==> config.mk <==
export PLATFORM = sky130hd
export DESIGN_NAME = acorn128_stream_if_flat
export DESIGN_NICKNAME = d
export VERILOG_FILES = /design/src/rtl/acorn128_pkg.sv /design/src/rtl/acorn128_stream_if_if.sv /design/src/rtl/acorn128_word_ser.sv /design/src/rtl/acorn128_stream_if.sv /design/src/flat_wrapper.sv
export SDC_FILE = /design/constraint.sdc
export NUM_CORES = 2
export LEC_CHECK = 0
export CORE_AREA = 4 4 352 354
export CTS_CLUSTER_DIAMETER = 30
export DETAILED_ROUTE_END_ITERATION = 12
export DIE_AREA = 0 0 356 358
export GPL_TIMING_DRIVEN = 0
export RECOVER_POWER = 50
export SYNTH_ARGS = -nofsm -noshare
export SYNTH_HDL_FRONTEND = slang
export SYNTH_HIERARCHICAL = 1
export SYNTH_SLANG_ARGS = --single-unit
==> constraint.sdc <==
create_clock -name clk -period 28.5 [get_ports clk]
set_clock_uncertainty 0.1 [all_clocks]
set_input_delay 4.275 -clock clk [delete_from_list [all_inputs] [get_ports clk]]
set_output_delay 4.275 -clock clk [all_outputs]
set_load 0.01 [all_outputs]
==> src/rtl/acorn128_pkg.sv <==
// Shared types and word-index constants for the ACORN-128 stream front end.
package acorn128_pkg;

   typedef enum logic [2:0] {IDLE, LOAD, RUN, DRAIN, CLEAR} state_t;

   localparam int LOAD_WORDS     = 18;
   localparam int LOAD_WORDS_CHK = 22;
   localparam int OUT_WORDS      = 8;

   localparam int KEY_W0 = 0;
   localparam int IV_W0  = 4;
   localparam int AD_W0  = 8;
   localparam int TXT_W0 = 12;
   localparam int LEN_W0 = 16;
   localparam int TAG_W0 = 18;

   // Index of the final input word; decrypt with tag check carries 4 extra words.
   function automatic logic [4:0] last_word(input logic chk_dec);
      return chk_dec ? 5'(LOAD_WORDS_CHK - 1) : 5'(LOAD_WORDS - 1);
   endfunction

endpackage

==> src/rtl/acorn128_stream_if_if.sv <==
// 32-bit valid/ready input and output streams of the ACORN-128 front end.
interface acorn128_stream_bus;
   logic [31:0] s_data_i;
   logic        s_valid_i;
   logic        s_ready_o;
   logic        mode_enc_i;
   logic [31:0] m_data_o;
   logic        m_valid_o;
   logic        m_ready_i;
   logic        m_last_o;

   modport master (
      output s_data_i, s_valid_i, mode_enc_i, m_ready_i,
      input  s_ready_o, m_data_o, m_valid_o, m_last_o
   );

   modport slave (
      input  s_data_i, s_valid_i, mode_enc_i, m_ready_i,
      output s_ready_o, m_data_o, m_valid_o, m_last_o
   );
endinterface

==> src/rtl/acorn128_word_ser.sv <==
// 256-bit parallel-load serializer: emits the low 32-bit word first, flags the final word.
module acorn128_word_ser (
   input  logic         clk,
   input  logic         rst,
   input  logic         load,
   input  logic [255:0] data,
   input  logic [3:0]   words,
   output logic [31:0]  word,
   output logic         valid,
   input  logic         ready,
   output logic         last,
   output logic         done
);

   logic [255:0] shreg;
   logic [3:0]   left;

   always_ff @(posedge clk or posedge rst) begin
      if (rst) begin
         shreg <= '0;
         left  <= '0;
         valid <= 1'b0;
      end else if (load) begin
         shreg <= data;
         left  <= words;
         valid <= (words != 4'd0);
      end else if (valid && ready) begin
         shreg <= {32'b0, shreg[255:32]};
         left  <= left - 4'd1;
         if (left == 4'd1)
            valid <= 1'b0;
      end
   end

   assign word = shreg[31:0];
   assign last = valid && (left == 4'd1);
   assign done = valid && ready && (left == 4'd1);

endmodule

==> src/rtl/acorn128_stream_if.sv <==
// Valid/ready front end for acorn128_top: word assembly, core sequencing, result/tag drain.
// Optional feature macro: ACORN_TAG_CHECK_EN (decrypt loads an expected tag and checks it).
module acorn128_stream_if
   import acorn128_pkg::*;
#(
   parameter int TIMEOUT_CYCLES = 8192,
   parameter int CLR_CYCLES     = 2
) (
   input  logic                clk,
   input  logic                rst,
   acorn128_stream_bus.slave   bus,
   output logic                core_start_o,
   output logic                core_enc_o,
   output logic                core_clr_o,
   output logic [127:0]        core_key_o,
   output logic [127:0]        core_iv_o,
   output logic [127:0]        core_text_o,
   output logic [127:0]        core_ad_o,
   output logic [63:0]         core_len_o,
   input  logic                core_ready_i,
   input  logic [127:0]        core_res_i,
   input  logic [127:0]        core_tag_i,
   output logic                busy_o,
   output logic                err_timeout_o,
   output logic                tag_ok_o
);

   localparam int  TW    = (TIMEOUT_CYCLES > 0) ? $clog2(TIMEOUT_CYCLES + 1) : 1;
   localparam int  CW    = (CLR_CYCLES > 1) ? $clog2(CLR_CYCLES) : 1;
   localparam bit  TO_EN = (TIMEOUT_CYCLES != 0);

   state_t          state;
   logic [4:0]      cnt;
   logic [TW-1:0]   tcnt;
   logic [CW-1:0]   ccnt;
   logic            s_ready;
   logic            accept;
   logic            chk_dec;
   logic            tag_match;
   logic            ready_seen;
   logic            to_hit;
   logic [1:0]      tag_sel;
   logic            ser_load;
   logic [255:0]    ser_data;
   logic [3:0]      ser_words;
   logic            ser_done;

`ifdef ACORN_TAG_CHECK_EN
   logic [127:0]    exp_tag;
   assign chk_dec   = !((state == IDLE) ? bus.mode_enc_i : core_enc_o);
   assign tag_match = (core_tag_i == exp_tag);
`else
   assign chk_dec   = 1'b0;
   assign tag_match = 1'b0;
`endif

   assign accept     = bus.s_valid_i && s_ready;
   assign tag_sel    = cnt[1:0] - 2'(TAG_W0);
   // A ready already high on RUN entry belongs to the previous message.
   assign ready_seen = core_ready_i && (tcnt != '0);
   assign to_hit     = TO_EN && (tcnt == TW'(TIMEOUT_CYCLES - 1));
   assign ser_load   = (state == RUN) && ready_seen;
   assign busy_o     = (state != IDLE);
   assign bus.s_ready_o = s_ready;

   always_comb begin
      ser_words = 4'(OUT_WORDS);
      ser_data  = {core_tag_i, core_res_i};
      if (chk_dec) begin
         ser_words = 4'(OUT_WORDS / 2);
         ser_data  = {128'b0, tag_match ? core_res_i : 128'b0};
      end
   end

   always_ff @(posedge clk or posedge rst) begin
      if (rst) begin
         state         <= IDLE;
         cnt           <= '0;
         tcnt          <= '0;
         ccnt          <= '0;
         s_ready       <= 1'b0;
         core_start_o  <= 1'b0;
         core_enc_o    <= 1'b0;
         core_clr_o    <= 1'b0;
         core_key_o    <= '0;
         core_iv_o     <= '0;
         core_text_o   <= '0;
         core_ad_o     <= '0;
         core_len_o    <= '0;
         err_timeout_o <= 1'b0;
         tag_ok_o      <= 1'b0;
`ifdef ACORN_TAG_CHECK_EN
         exp_tag       <= '0;
`endif
      end else begin
         if (accept) begin
            if (cnt < 5'(IV_W0))
               core_key_o[{cnt[1:0], 5'b0} +: 32] <= bus.s_data_i;
            else if (cnt < 5'(AD_W0))
               core_iv_o[{cnt[1:0], 5'b0} +: 32] <= bus.s_data_i;
            else if (cnt < 5'(TXT_W0))
               core_ad_o[{cnt[1:0], 5'b0} +: 32] <= bus.s_data_i;
            else if (cnt < 5'(LEN_W0))
               core_text_o[{cnt[1:0], 5'b0} +: 32] <= bus.s_data_i;
            else if (cnt < 5'(TAG_W0))
               core_len_o[{cnt[0], 5'b0} +: 32] <= bus.s_data_i;
`ifdef ACORN_TAG_CHECK_EN
            else
               exp_tag[{tag_sel, 5'b0} +: 32] <= bus.s_data_i;
`endif
         end

         unique case (state)
            IDLE: begin
               s_ready <= 1'b1;
               if (accept) begin
                  core_enc_o    <= bus.mode_enc_i;
                  err_timeout_o <= 1'b0;
                  tag_ok_o      <= 1'b0;
                  cnt           <= 5'd1;
                  state         <= LOAD;
               end
            end
            LOAD: begin
               if (accept) begin
                  cnt <= cnt + 5'd1;
                  if (cnt == last_word(chk_dec)) begin
                     s_ready      <= 1'b0;
                     core_start_o <= 1'b1;
                     tcnt         <= '0;
                     state        <= RUN;
                  end
               end
            end
            RUN: begin
               if (tcnt != '1)
                  tcnt <= tcnt + 1'b1;
               if (ready_seen) begin
                  core_start_o <= 1'b0;
                  tag_ok_o     <= chk_dec && tag_match;
                  state        <= DRAIN;
               end else if (to_hit) begin
                  core_start_o  <= 1'b0;
                  err_timeout_o <= 1'b1;
                  core_clr_o    <= 1'b1;
                  ccnt          <= '0;
                  state         <= CLEAR;
               end
            end
            DRAIN: begin
               if (ser_done) begin
                  core_clr_o <= 1'b1;
                  ccnt       <= '0;
                  state      <= CLEAR;
               end
            end
            CLEAR: begin
               if (ccnt == CW'(CLR_CYCLES - 1)) begin
                  core_clr_o <= 1'b0;
                  s_ready    <= 1'b1;
                  cnt        <= '0;
                  state      <= IDLE;
               end else begin
                  ccnt <= ccnt + 1'b1;
               end
            end
            default: state <= IDLE;
         endcase
      end
   end

   acorn128_word_ser u_ser (
      .clk   (clk),
      .rst   (rst),
      .load  (ser_load),
      .data  (ser_data),
      .words (ser_words),
      .word  (bus.m_data_o),
      .valid (bus.m_valid_o),
      .ready (bus.m_ready_i),
      .last  (bus.m_last_o),
      .done  (ser_done)
   );

endmodule
==> src/flat_wrapper.sv <==
// flat-port wrapper written by rule: the top's interface ports become plain ports
module acorn128_stream_if_flat import acorn128_pkg::*;
#(
   parameter int TIMEOUT_CYCLES = 8192,
   parameter int CLR_CYCLES     = 2
)
  (clk, rst, core_start_o, core_enc_o, core_clr_o, core_key_o, core_iv_o, core_text_o, core_ad_o, core_len_o, core_ready_i, core_res_i, core_tag_i, busy_o, err_timeout_o, tag_ok_o, bus_s_data_i, bus_s_valid_i, bus_mode_enc_i, bus_m_ready_i, bus_s_ready_o, bus_m_data_o, bus_m_valid_o, bus_m_last_o);
  acorn128_stream_bus bus_i ();
  input  logic clk;
  input  logic rst;
  output logic core_start_o;
  output logic core_enc_o;
  output logic core_clr_o;
  output logic [127:0] core_key_o;
  output logic [127:0] core_iv_o;
  output logic [127:0] core_text_o;
  output logic [127:0] core_ad_o;
  output logic [63:0] core_len_o;
  input  logic core_ready_i;
  input  logic [127:0] core_res_i;
  input  logic [127:0] core_tag_i;
  output logic busy_o;
  output logic err_timeout_o;
  output logic tag_ok_o;
  input wire logic [$bits(bus_i.s_data_i)-1:0] bus_s_data_i;
  input wire logic [$bits(bus_i.s_valid_i)-1:0] bus_s_valid_i;
  input wire logic [$bits(bus_i.mode_enc_i)-1:0] bus_mode_enc_i;
  input wire logic [$bits(bus_i.m_ready_i)-1:0] bus_m_ready_i;
  output wire logic [$bits(bus_i.s_ready_o)-1:0] bus_s_ready_o;
  output wire logic [$bits(bus_i.m_data_o)-1:0] bus_m_data_o;
  output wire logic [$bits(bus_i.m_valid_o)-1:0] bus_m_valid_o;
  output wire logic [$bits(bus_i.m_last_o)-1:0] bus_m_last_o;
  assign bus_i.s_data_i = bus_s_data_i;
  assign bus_i.s_valid_i = bus_s_valid_i;
  assign bus_i.mode_enc_i = bus_mode_enc_i;
  assign bus_i.m_ready_i = bus_m_ready_i;
  assign bus_s_ready_o = bus_i.s_ready_o;
  assign bus_m_data_o = bus_i.m_data_o;
  assign bus_m_valid_o = bus_i.m_valid_o;
  assign bus_m_last_o = bus_i.m_last_o;
  acorn128_stream_if #(.TIMEOUT_CYCLES(TIMEOUT_CYCLES), .CLR_CYCLES(CLR_CYCLES)) u_core (.clk(clk), .rst(rst), .bus(bus_i), .core_start_o(core_start_o), .core_enc_o(core_enc_o), .core_clr_o(core_clr_o), .core_key_o(core_key_o), .core_iv_o(core_iv_o), .core_text_o(core_text_o), .core_ad_o(core_ad_o), .core_len_o(core_len_o), .core_ready_i(core_ready_i), .core_res_i(core_res_i), .core_tag_i(core_tag_i), .busy_o(busy_o), .err_timeout_o(err_timeout_o), .tag_ok_o(tag_ok_o));
endmodule
==> run_summary.xml <==
<?xml version="1.0" encoding="UTF-8"?>
<metrics>
  <group name="run_status">
    <metric name="run_status" unit="">complete, but fails checks</metric>
    <metric name="violations" unit="">capacitance limit, slew limit</metric>
  </group>
  <group name="timing">
    <metric name="timing.final.max_slew_violations" unit="">431</metric>
    <metric name="fin_tns_setup" unit="ns">0</metric>
    <metric name="share_of_the_clock_period_used_by_the_worst_path" unit="">0.445</metric>
    <metric name="relSlewSlack" unit="">-3.42</metric>
    <metric name="unrepaired_setup_endpoints_after_global_routing" unit="">no</metric>
    <metric name="clock.fmax" unit="MHz">78.8</metric>
    <metric name="period_minus_slack" unit="ns">12.69</metric>
    <metric name="timing_hold_violations_final" unit="">0</metric>
    <metric name="setup_violations" unit="">0</metric>
    <metric name="worst_slew_pin_slew" unit="ns">6.64</metric>
    <metric name="fin_worst_hold_slack" unit="ns">0.372</metric>
  </group>
  <group name="global_routing">
    <metric name="grt_util_all_layers" unit="">0.252</metric>
    <metric name="busiest_layer" unit="">met2</metric>
    <metric name="overflow" unit="">0</metric>
    <metric name="grt_first_pass_wirelength" unit="um">230000</metric>
    <metric name="initial_antenna_violation_count" unit="">12</metric>
    <metric name="via_count_of_the_first_global_routing_pass" unit="">31640</metric>
    <metric name="grtUsageMet3" unit="">0.0931</metric>
    <metric name="grt_met2_usage" unit="">0.423</metric>
    <metric name="grt_max_degree" unit="">119</metric>
    <metric name="globalRouteMet1Util" unit="">0.281</metric>
  </group>
  <group name="final_layout">
    <metric name="nets" unit="">4732</metric>
    <metric name="most_frequent_standard_cell_in_the_layout_excluding_fill_and_tap_cells" unit="">sky130_fd_sc_hd__nand2_1</metric>
    <metric name="layout.cells.most_common_list" unit="">sky130_fd_sc_hd__nand2_1, sky130_fd_sc_hd__dfrtp_1, sky130_fd_sc_hd__clkdlybuf4s50_1, sky130_fd_sc_hd__o21ai_0, sky130_fd_sc_hd__mux2i_1</metric>
    <metric name="area_growth" unit="%">54.7</metric>
    <metric name="final_cells" unit="">6243</metric>
    <metric name="layout-drive-gt1-share" unit="">0.107</metric>
    <metric name="final_core_utilization" unit="">0.442</metric>
  </group>
  <group name="cts">
    <metric name="cts_buffers" unit="">205</metric>
    <metric name="cts_htree_levels" unit="">4</metric>
    <metric name="tritoncts" unit="">built</metric>
    <metric name="cts.clk_slew.worst_paths" unit="ns">0.04</metric>
    <metric name="ctsHoldBuffers" unit="">0</metric>
    <metric name="cts_setup_buffers" unit="">0</metric>
    <metric name="tritoncts_num_sinks" unit="">865</metric>
    <metric name="clk_path_buf_depth" unit="">3</metric>
    <metric name="ctsResizeCount" unit="">0</metric>
    <metric name="cts_root_buffer" unit="">sky130_fd_sc_hd__clkbuf_16</metric>
    <metric name="clock_insertion_delay_worst_skew" unit="ns">0.83</metric>
  </group>
  <group name="logic_synthesis">
    <metric name="synth_largest_area_cell" unit="">sky130_fd_sc_hd__dfrtp_1</metric>
    <metric name="ys_seq_area_frac" unit="">0.626</metric>
    <metric name="yosys.area.top_type_share" unit="">0.626</metric>
    <metric name="synth_enable_flop_cells" unit="">0</metric>
    <metric name="synth.ff_latch_count" unit="">865</metric>
    <metric name="synthArstFlopShare" unit="">1.00</metric>
    <metric name="syn_area_per_cell" unit="um2">10.5</metric>
    <metric name="synthesis.instances" unit="">3297</metric>
    <metric name="post_synth_main_area_contributors" unit="">sky130_fd_sc_hd__dfrtp_1, sky130_fd_sc_hd__nand2_1, sky130_fd_sc_hd__o21ai_0</metric>
    <metric name="yosysWarnings" unit="">6</metric>
    <metric name="syn-cell-area" unit="um2">34600</metric>
    <metric name="ys_types" unit="">58</metric>
    <metric name="post_synth_top_flop" unit="">sky130_fd_sc_hd__dfrtp_1</metric>
  </group>
  <group name="routing">
    <metric name="route.detailed.wl_per_inst" unit="um">26.4</metric>
    <metric name="route.vias.total" unit="">30270</metric>
    <metric name="postRouteAntennaNets" unit="">0</metric>
    <metric name="first_iter_violations" unit="">2204</metric>
    <metric name="drtPass1Iterations" unit="">7</metric>
    <metric name="drc" unit="">0</metric>
    <metric name="route.final.wire_length" unit="um">165000</metric>
    <metric name="via_per_inst" unit="">4.85</metric>
  </group>
  <group name="critical_path">
    <metric name="worst_ep_required" unit="ns">27.66</metric>
    <metric name="critical_path_class" unit="">in2async</metric>
    <metric name="crit_path_max_fanout" unit="">106</metric>
    <metric name="worstSetupStartpointType" unit="">primary input</metric>
    <metric name="worst-endpoint-arrival" unit="ns">11.85</metric>
    <metric name="critical_path.endpoint_type" unit="">asynchronous set/reset pin</metric>
  </group>
  <group name="floorplanning">
    <metric name="total_die_area" unit="um2">127000</metric>
    <metric name="dieWidth" unit="um">356</metric>
    <metric name="design.portCount" unit="">911</metric>
    <metric name="design.core.area" unit="um2">121000</metric>
    <metric name="start_util" unit="">0.286</metric>
    <metric name="chipHeight" unit="um">358</metric>
    <metric name="num_rows" unit="">128</metric>
  </group>
  <group name="run">
    <metric name="cap_violations" unit="">6</metric>
  </group>
  <group name="placement">
    <metric name="routabilityCongestion" unit="">0.907</metric>
    <metric name="placement.io_buffers" unit="">909</metric>
    <metric name="hpwl" unit="um">125000</metric>
    <metric name="post-place-cells" unit="">5845</metric>
  </group>
  <group name="power">
    <metric name="power.ir.vdd_worst" unit="mV">0.0734</metric>
    <metric name="total_leakage_power" unit="nW">24.5</metric>
    <metric name="power.density" unit="nW/um2">110</metric>
  </group>
  <group name="hold_path">
    <metric name="tightest_hold_check_type" unit="">reg2reg</metric>
  </group>
</metrics>
-- critical path, cell delays in order --
cell                            delay (ns)
sky130_fd_sc_hd__dlygate4sd3_1        0.58
sky130_fd_sc_hd__clkinvlp_2           2.11
sky130_fd_sc_hd__clkbuf_1             4.74
-- layout make-up --
cell class | count | area (um2)
antenna | 9 | 22.5
buffer | 243 | 1240
clock buffer | 262 | 5660
clock inverter | 126 | 2030
fill | 11557 | 67600
inverter | 11 | 43.8
multi-input combinational | 2185 | 11600
sequential | 865 | 21600
tap | 1625 | 2030
timing repair buffer | 917 | 9240
-- final timing paths --
kind                                                       end  cells past startpoint                               from  slack, ns
max                          u_core/core_len_o[29]$_DFFE_PP0P_                      3                                rst      15.81
min                          u_core/core_key_o[51]$_DFFE_PP0P_                      2  u_core/core_key_o[51]$_DFFE_PP0P_       0.37
max reg2reg                u_core/u_ser/shreg[116]$_DFFE_PP0P_                     11        u_core/state[1]$_DFFE_PP0P_      23.62
min reg2reg                  u_core/core_key_o[51]$_DFFE_PP0P_                      2  u_core/core_key_o[51]$_DFFE_PP0P_       0.37
max in group clk           u_core/u_ser/shreg[116]$_DFFE_PP0P_                     10                       core_ready_i      20.43
min in group asynchronous  u_core/u_ser/shreg[238]$_DFFE_PP0P_                      2                                rst       4.24
-- state kept, by name, indices dropped and copies added, names as in the netlist, 3 cells and up --
register and cells:
u_core/core_text_o 128, u_core/state 3, u_core/cnt 5, u_core/u_ser/shreg 256
u_core/core_iv_o 128, u_core/core_key_o 128, u_core/u_ser/left 4, u_core/core_len_o 64
u_core/core_ad_o 128, u_core/tcnt 14
-- synth_stat cells (all sizes together), types with 8 or more instances --
cell type	instances
mux2i	227
nand4	8
dfrtp	865
clkbuf	144
nand3	10
nor2	23
nand2	962
o21ai	778
inv	11
buf	99
mux2	66
a21oi	10
ha	10
-- per-layer routing --
layer	up-vias	share of wire
met5	-	0.00025
met4	6	0.056
met3	336	0.092
met2	1285	0.48
met1	15181	0.37
li1	13462	-
-- kinds of logic (layout without fill, tap and decap cells) --
| family | after synthesis | count (layout) | share of synthesized area |
|---|---|---|---|
| other cells | 2 | 18 | 0.000217 |
| buf+inv | 254 | 1559 | 0.0393 |
| fa+ha+maj | 10 | 10 | 0.00362 |
| mux | 293 | 293 | 0.0872 |
| flops | 865 | 865 | 0.626 |
| compound gates | 811 | 811 | 0.120 |
| xor+xnor | 10 | 10 | 0.00253 |
| simple gates | 1052 | 1052 | 0.121 |
-- stage by stage --
step | worst slack (ns) | area [um2] | power [mW]
floorplan | 7.22 | 34600 | 2.39
global placement | -1.20 | 45700 | 3.34
detailed placement | 20.69 | 45900 | 3.37
CTS | 21.45 | 53600 | 5.96
global route | 14.30 | 53500 | 6.13
finish | 15.81 | 53500 | 5.88
-- where the power goes --
part	switching (mW)	total (mW)	internal, mW
Clock	0.797	2.56	1.76
Combinational	0.871	1.55	0.676
Sequential	0.210	1.77	1.56
Note: power is estimated with default switching activity, not from simulation.
